<file path="src/rtl/sig_ext.sv">
// rtl/sig_ext.sv - immediate sign/zero/upper/branch extension with registered copies
module sig_ext #(
    parameter int WIDTH_IN  = 16,
    parameter int WIDTH_OUT = 32
) (
    input  logic                 clk,
    input  logic                 reset,
    input  logic                 en,
    input  logic [WIDTH_IN-1:0]  in,
    output logic [WIDTH_OUT-1:0] out,
    output logic [WIDTH_OUT-1:0] out_zero,
    output logic [WIDTH_OUT-1:0] out_lui,
    output logic [WIDTH_OUT-1:0] out_br,
    output logic                 neg,
    output logic [WIDTH_OUT-1:0] out_q,
    output logic [WIDTH_OUT-1:0] out_zero_q,
    output logic [WIDTH_OUT-1:0] out_lui_q,
    output logic [WIDTH_OUT-1:0] out_br_q,
    output logic                 neg_q
);

    localparam int EXT = WIDTH_OUT - WIDTH_IN;

    // Pure wiring: replication and concatenation only, so X/Z on in passes straight through.
    assign neg      = in[WIDTH_IN-1];
    assign out      = {{EXT{in[WIDTH_IN-1]}}, in};
    assign out_zero = {{EXT{1'b0}}, in};
    assign out_lui  = {in, {EXT{1'b0}}};
    assign out_br   = {out[WIDTH_OUT-3:0], 2'b00};

    always_ff @(posedge clk) begin
        if (reset) begin
            out_q      <= '0;
            out_zero_q <= '0;
            out_lui_q  <= '0;
            out_br_q   <= '0;
            neg_q      <= 1'b0;
        end else if (en) begin
            out_q      <= out;
            out_zero_q <= out_zero;
            out_lui_q  <= out_lui;
            out_br_q   <= out_br;
            neg_q      <= neg;
        end
    end

endmodule

</file>
<file path="config.mk">
export PLATFORM = sky130hd
export DESIGN_NAME = sig_ext
export DESIGN_NICKNAME = d
export VERILOG_FILES = /design/src/rtl/sig_ext.sv
export SDC_FILE = /design/constraint.sdc
export NUM_CORES = 1
export LEC_CHECK = 0
export ABC_AREA = 1
export ABC_CLOCK_PERIOD_IN_PS = 2500
export CELL_PAD_IN_SITES_DETAIL_PLACEMENT = 0
export CELL_PAD_IN_SITES_GLOBAL_PLACEMENT = 1
export CORE_AREA = 3 3 107 109
export CTS_CLUSTER_DIAMETER = 120
export DETAILED_ROUTE_END_ITERATION = 16
export DIE_AREA = 0 0 110 112
export DONT_BUFFER_PORTS = 1
export GPL_ROUTABILITY_DRIVEN = 0
export PLACE_DENSITY_LB_ADDON = 0.1
export SLEW_MARGIN = 20
export SYNTH_ARGS = -nofsm -noshare
export SYNTH_HDL_FRONTEND = slang
export SYNTH_SLANG_ARGS = --single-unit
</file>
<file path="constraint.sdc">
create_clock -name clk -period 2.5 [get_ports clk]
set_input_delay 0.5 -clock clk [delete_from_list [all_inputs] [get_ports clk]]
set_output_delay 0.5 -clock clk [all_outputs]
set_load 0.005 [all_outputs]
</file>
Word-level counts from Yosys, hierarchy flattened
Cells that the tools add are included.
{"block": "totals", "register_bits": 49, "elab_cells": 4}

Longest topological paths before layout
Gate-level depths: netlist (run 1).
{"block": "logic_depth", "depth_word": 0, "mapped_depth": 4, "mapped_depth_nobuf": 4}

Least setup slack after synthesis (run 1)
OpenSTA, ideal clock, no wires.
{"block": "synth_path", "kind": "register to output", "from": "register, netlist name neg_q", "to": "output port out_br_q[17]", "arrival_ns": 1.098, "path_buffers": 1, "setup_slack_ns": 0.902, "t_required_ns": 2.000, "stages_incl_launch_ff": 2, "path_cell_list": "dfxtp_1 > buf_4"}
{"element": "to (decl)", "line_no": "18", "source": "output logic [WIDTH_OUT-1:0] out_br_q,"}

==> results of run 1 <==
-- placed cells by master, fill, tap and decap left out --
cell type and n:
conb_1 68, dfxtp_2 1, inv_1 17, clkbuf_8 4, buf_4 1, dfxtp_1 15, nand2_1 32, nor2_2 2
nor2_1 30
-- logic make-up (layout without fill, tap and decap cells) --
family	count (synthesis)	in the layout
buffers and inverters	263	22
AND/OR/NAND/NOR	64	64
flip-flops	16	16
other	1	68
-- registers in the layout, indices dropped and copies added, names as in the netlist --
register and count:
out_zero_q 15, neg_q 1
-- worst paths after layout --
| path | from | cells after the start | end | slack (ns) |
|---|---|---|---|---|
| setup / recovery | neg_q | 1 | out_q[29] | 0.85 |
| hold / removal | en | 2 | out_zero_q[8] | 0.37 |
| setup reg to reg | out_zero_q[3] | 2 | out_zero_q[3] | 1.75 |
| hold reg to reg | out_zero_q[5] | 2 | out_zero_q[5] | 0.57 |
-- area by class of cell --
type | instances | area share [%]
clock buffers | 4 | 4.90
inverters | 17 | 5.68
multi-input cells | 132 | 44.5
flip-flops and latches | 16 | 28.6
well taps | 140 | 15.6
repair buffers | 1 | 0.668
-- routing by layer --
metal	vias to the layer above	routed length (um)	GRT usage, %
met4	0	80	3.08
li1	353	-	-
met5	-	0	0
met2	92	1510	7.20
met3	10	447	1.39
met1	341	1060	4.89
-- through the flow --
step,hold WS [ns],area (um^2)
5_1_grt,0.360,1120
4_1_cts,0.353,1120
3_5_place_dp,0.566,1070
6_report,0.374,1120
3_3_place_gp,0.573,1070
2_1_floorplan,0.502,2740
-- power breakdown --
part | switching [mW] | internal, mW | total (mW)
clock network | 0.115 | 0.140 | 0.255
registers | 0.0373 | 0.273 | 0.310
logic | 0.0603 | 0.0178 | 0.0781
-- synthesized netlist by cell type --
cell / count
inv_1: 17
nand2_1: 32
nor2_2: 2
nor2_1: 30
buf_6: 3
dfxtp_1: 16
conb_1: 1
buf_4: 243
==> results.yml, run 1 <==
run_status:
  outcome: "finished, final reports clean"
sta:
  relSlewSlack_pct: 57.5
  fin_ws_ns: 0.848
  skew_ns: 0
  hold_violations: 0
  setup_viol: 0
  drv_slew: 0
  worst_pin_slew_ns: 0.637
  fin_setup_tns_ns: 0
  rsz0062_at_grt: "false"
  fin_crit_sh_pct: 66.1
  post-route-min-period_ns: 1.65
  max_freq_mhz: 605
min_path:
  hp-class: "in2reg"
clock_tree:
  root_buffer: "clkbuf_8"
  tritoncts: "yes"
  insertion_delay_ns: 0.26
  numCtsBuffers: 3
  cts_resized: 0
  clock_sinks: 16
  post_cts_buffers: 0
  ctsHoldBuffers: 0
  clk_pin_slew_worst_paths_ns: 0.08
  htreeDepth: 1
  clockBufferDepth: 2
synthesis:
  netlist_area_mm2: 0.00249
  yosysTopAreaCell: "buf_4"
  synth_top_family_by_area: "buffers and inverters"
  synth.distinct_cells: 8
  ys_seq_elements: 16
  synth_fa_ha_area_share_pct: 0
  synth-compound-area-share_pct: 0
  avgSynthCellArea_um2: 7.24
  synth_top_area_share_pct: 73.2
  synth.yosys.seq_area_share_pct: 12.9
  synthXorXnorAreaFrac_pct: 0
  synthSimpleGateAreaFrac_pct: 9.84
  synthMuxAreaShare_pct: 0
  synthCells: 344
  yosys-top-cells-area: "buf_4, dfxtp_1, nand2_1, nor2_1, inv_1"
  yosys_warnings: 0
finish:
  diodes: 0
  seq_area_um2: 322
  area_growth_syn_to_layout_pct: -54.9
  fin_nets: 190
  layoutNonFillerInstCount: 310
  fillers: 1274
  fin_util_pct: 10.5
  multi_input_area_um2: 500
  layout-drive-gt1-share_pct: 4.71
floorplanning:
  start_util_pct: 23.3
  ios: 277
  die_area_mm2: 0.0123
  die_w_um: 110
  num_rows: 38
  fp.dieH_um: 112
  coreArea_mm2: 0.0107
setup_path:
  path_delay_family: "flip-flops"
  critical_path_class: "reg2out"
  critPathCaptureType: "output port"
  worstPathArrival_ns: 1.15
  startpoint_type: "register"
  crit_buf_inv: 1
  crit_slowest_cell: "dfxtp_2"
  worstPathMaxFanout: 28
  critical_path_required_ns: 2.00
  max_stage_delay_ns: 0.47
  critical_path.cell_chain: "buf_4"
drt:
  drtIter0Drc: 16
  firstDrtPassIters: 2
  drt_wl_total_mm: 3.10
  detail-route-antenna-nets: 0
  viasPerCell: 2.57
  drc_errors: 0
  num_vias: 796
  wl_per_cell_um: 9.99
power_and_ir_drop:
  power_per_cell_area_mw_per_mm2: 573
  power_uw: 644
  ir_drop_v: 0.000165
  leakagePower_nw: 0.626
global_route:
  antenna_found_initial: 0
  grt_max_degree: 37
  grt-ovfl-total: 0
  grt_pass1_wl_mm: 3.95
  grt_pass1_vias: 675
  grt_use_total_pct: 4.46
job:
  drv_cap: 0
placement:
  portBuffers: 0
  pre_cts_ws_ns: 1.12
  post-dp-hpwl_mm: 2.21
  numPlacedInstances: 306
No activity file was read; power rests on OpenSTA's default activity.
==> inputs of run 2 (changes only) <==
--- a/config.mk
+++ b/config.mk
@@ -6,7 +6,7 @@
 export NUM_CORES = 1
 export LEC_CHECK = 0
 export ABC_AREA = 1
-export ABC_CLOCK_PERIOD_IN_PS = 2500
+export ABC_CLOCK_PERIOD_IN_PS = 1550
 export CELL_PAD_IN_SITES_DETAIL_PLACEMENT = 0
 export CELL_PAD_IN_SITES_GLOBAL_PLACEMENT = 1
 export CORE_AREA = 3 3 107 109
==> constraint.sdc (replaced) <==
create_clock -name clk -period 1.55 [get_ports clk]
set_input_delay 0.31 -clock clk [delete_from_list [all_inputs] [get_ports clk]]
set_output_delay 0.31 -clock clk [all_outputs]
set_load 0.005 [all_outputs]
==> run 2 against run 1 <==
  * Sequential share of layout area is 0.50 points lower
  * Via count is 0.25% higher
  * Count of clock-buffer cells in the layout stayed put
  * Combinational power is 70% higher
  * Global-route usage is 0.15 points higher
==> results.yml, run 2 (same netlist as run 1, synthesis figures left out) <==
sta:
  post-route-min-period_ns: 1.31
  max_freq_mhz: 765
  drv_slew: 0
  setup_viol: 0
  hold_violations: 0
  fin_crit_sh_pct: 84.4
  fin_ws_ns: 0.242
  rsz0062_at_grt: "false"
  skew_ns: 0
  fin_setup_tns_ns: 0
clock_tree:
  numCtsBuffers: 3
  ctsHoldBuffers: 0
  htreeDepth: 1
  clock_sinks: 16
  cts_resized: 0
  tritoncts: "yes"
  clk_pin_slew_worst_paths_ns: 0.08
  clockBufferDepth: 2
  root_buffer: "clkbuf_8"
  insertion_delay_ns: 0.26
  post_cts_buffers: 0
power_and_ir_drop:
  power_per_cell_area_mw_per_mm2: 919
  leakagePower_nw: 0.635
  power_mw: 1.05
  ir_drop_v: 0.000185
floorplanning:
  die_area_mm2: 0.0123
  ios: 277
  die_w_um: 110
  start_util_pct: 23.3
  num_rows: 38
  coreArea_mm2: 0.0107
  fp.dieH_um: 112
placement:
  pre_cts_ws_ns: 0.515
  portBuffers: 0
  post-dp-hpwl_mm: 2.23
finish:
  fin_util_pct: 10.7
  layout-drive-gt1-share_pct: 5.26
  reg_top3: "out_zero_q x15, neg_q x1"
  layout_common_cells: "conb_1, nand2_1, nor2_1, inv_1, dfxtp_1"
  diodes: 0
  largest-register: "out_zero_q"
  mostFrequentLayoutCell: "conb_1"
  area_growth_syn_to_layout_pct: -54.1
  largest_reg_flops: 15
  fin_nets: 191
setup_path:
  worstPathArrival_ns: 1.00
  max_stage_delay_ns: 0.49
  critical_path_class: "reg2out"
  critical_path_required_ns: 1.24
  rrSetupSlack_ns: 0.79
  critPathCaptureType: "output port"
  r2r_end: "out_zero_q[3]"
  crit_buf_inv: 1
  startpoint_type: "register"
  rr_worst_depth: 2
  timing.rr.start: "out_zero_q[3]"
  path_delay_family: "flip-flops"
  worstPathMaxFanout: 28
  crit_slowest_cell: "dfxtp_2"
  critical_path.cell_chain: "buf_12"
global_route:
  grt_max_degree: 37
  antenna_found_initial: 0
  grt_use_total_pct: 4.61
  grt-ovfl-total: 0
  grt_pass1_vias: 691
  grt_pass1_wl_mm: 4.13
drt:
  firstDrtPassIters: 2
  wl_per_cell_um: 10.1
  drt_wl_total_mm: 3.15
  detail-route-antenna-nets: 0
  viasPerCell: 2.57
  num_vias: 798
  drc_errors: 0
  drtIter0Drc: 29
min_path:
  min_from: "en"
  hp-class: "in2reg"
  holdPathStages: 2
  whs_endpoint: "out_zero_q[7]"
job:
  drv_cap: 0
run_status:
  outcome: "finished, final reports clean"
[run 2: cell types whose count changed in the layout (fill, tap and decap cells not counted), sizes merged]
cell and delta:
buf +1
[run 2: routing by layer]
| metal | share of wire, % | track usage (%) | up-vias |
|---|---|---|---|
| met4 | 1.5 | 2.83 | 0 |
| met2 | 49 | 7.52 | 96 |
| met3 | 12 | 1.16 | 4 |
| li1 | - | - | 355 |
| met1 | 38 | 5.31 | 343 |
| met5 | 0 | 0 | - |
[run 2: area by class of cell]
| class | instances | area, um^2 |
|---|---|---|
| Timing Repair Buffer | 2 | 27.5 |
| Multi-Input combinational cell | 132 | 500 |
| Fill cell | 1266 | 9550 |
| Clock buffer | 4 | 55.1 |
| Inverter | 17 | 63.8 |
| Sequential cell | 16 | 322 |
| Tap cell | 140 | 175 |
[run 2: worst max-delay path by stage]
stage / startpoint / endpoint / slack (ns) / depth (start not counted)
after floorplan: neg_q / out_br_q[17] / 0.14 / 1
after global placement: neg_q / out_q[29] / 0.52 / 1
after detailed placement: neg_q / out_q[29] / 0.51 / 1
after CTS: neg_q / out_q[29] / 0.20 / 1
after global routing: neg_q / out_q[29] / 0.12 / 1
final: neg_q / out_q[29] / 0.24 / 1
[run 2: power breakdown]
group / leakage (nW) / switching (mW) / internal (mW)
sequential: 0.133 / 0.0623 / 0.440
combinational: 0.473 / 0.0980 / 0.0349
clock: 0.0288 / 0.189 / 0.226
total: 0.635 / 0.349 / 0.701
[run 2: stage by stage]
step | hold slack (ns) | std cells | cell area, um^2
2_1_floorplan | 0.465 | 411 | 2740
3_3_place_gp | 0.459 | 307 | 1090
3_5_place_dp | 0.454 | 307 | 1090
4_1_cts | 0.170 | 311 | 1140
5_1_grt | 0.169 | 311 | 1140
6_report | 0.184 | 311 | 1140
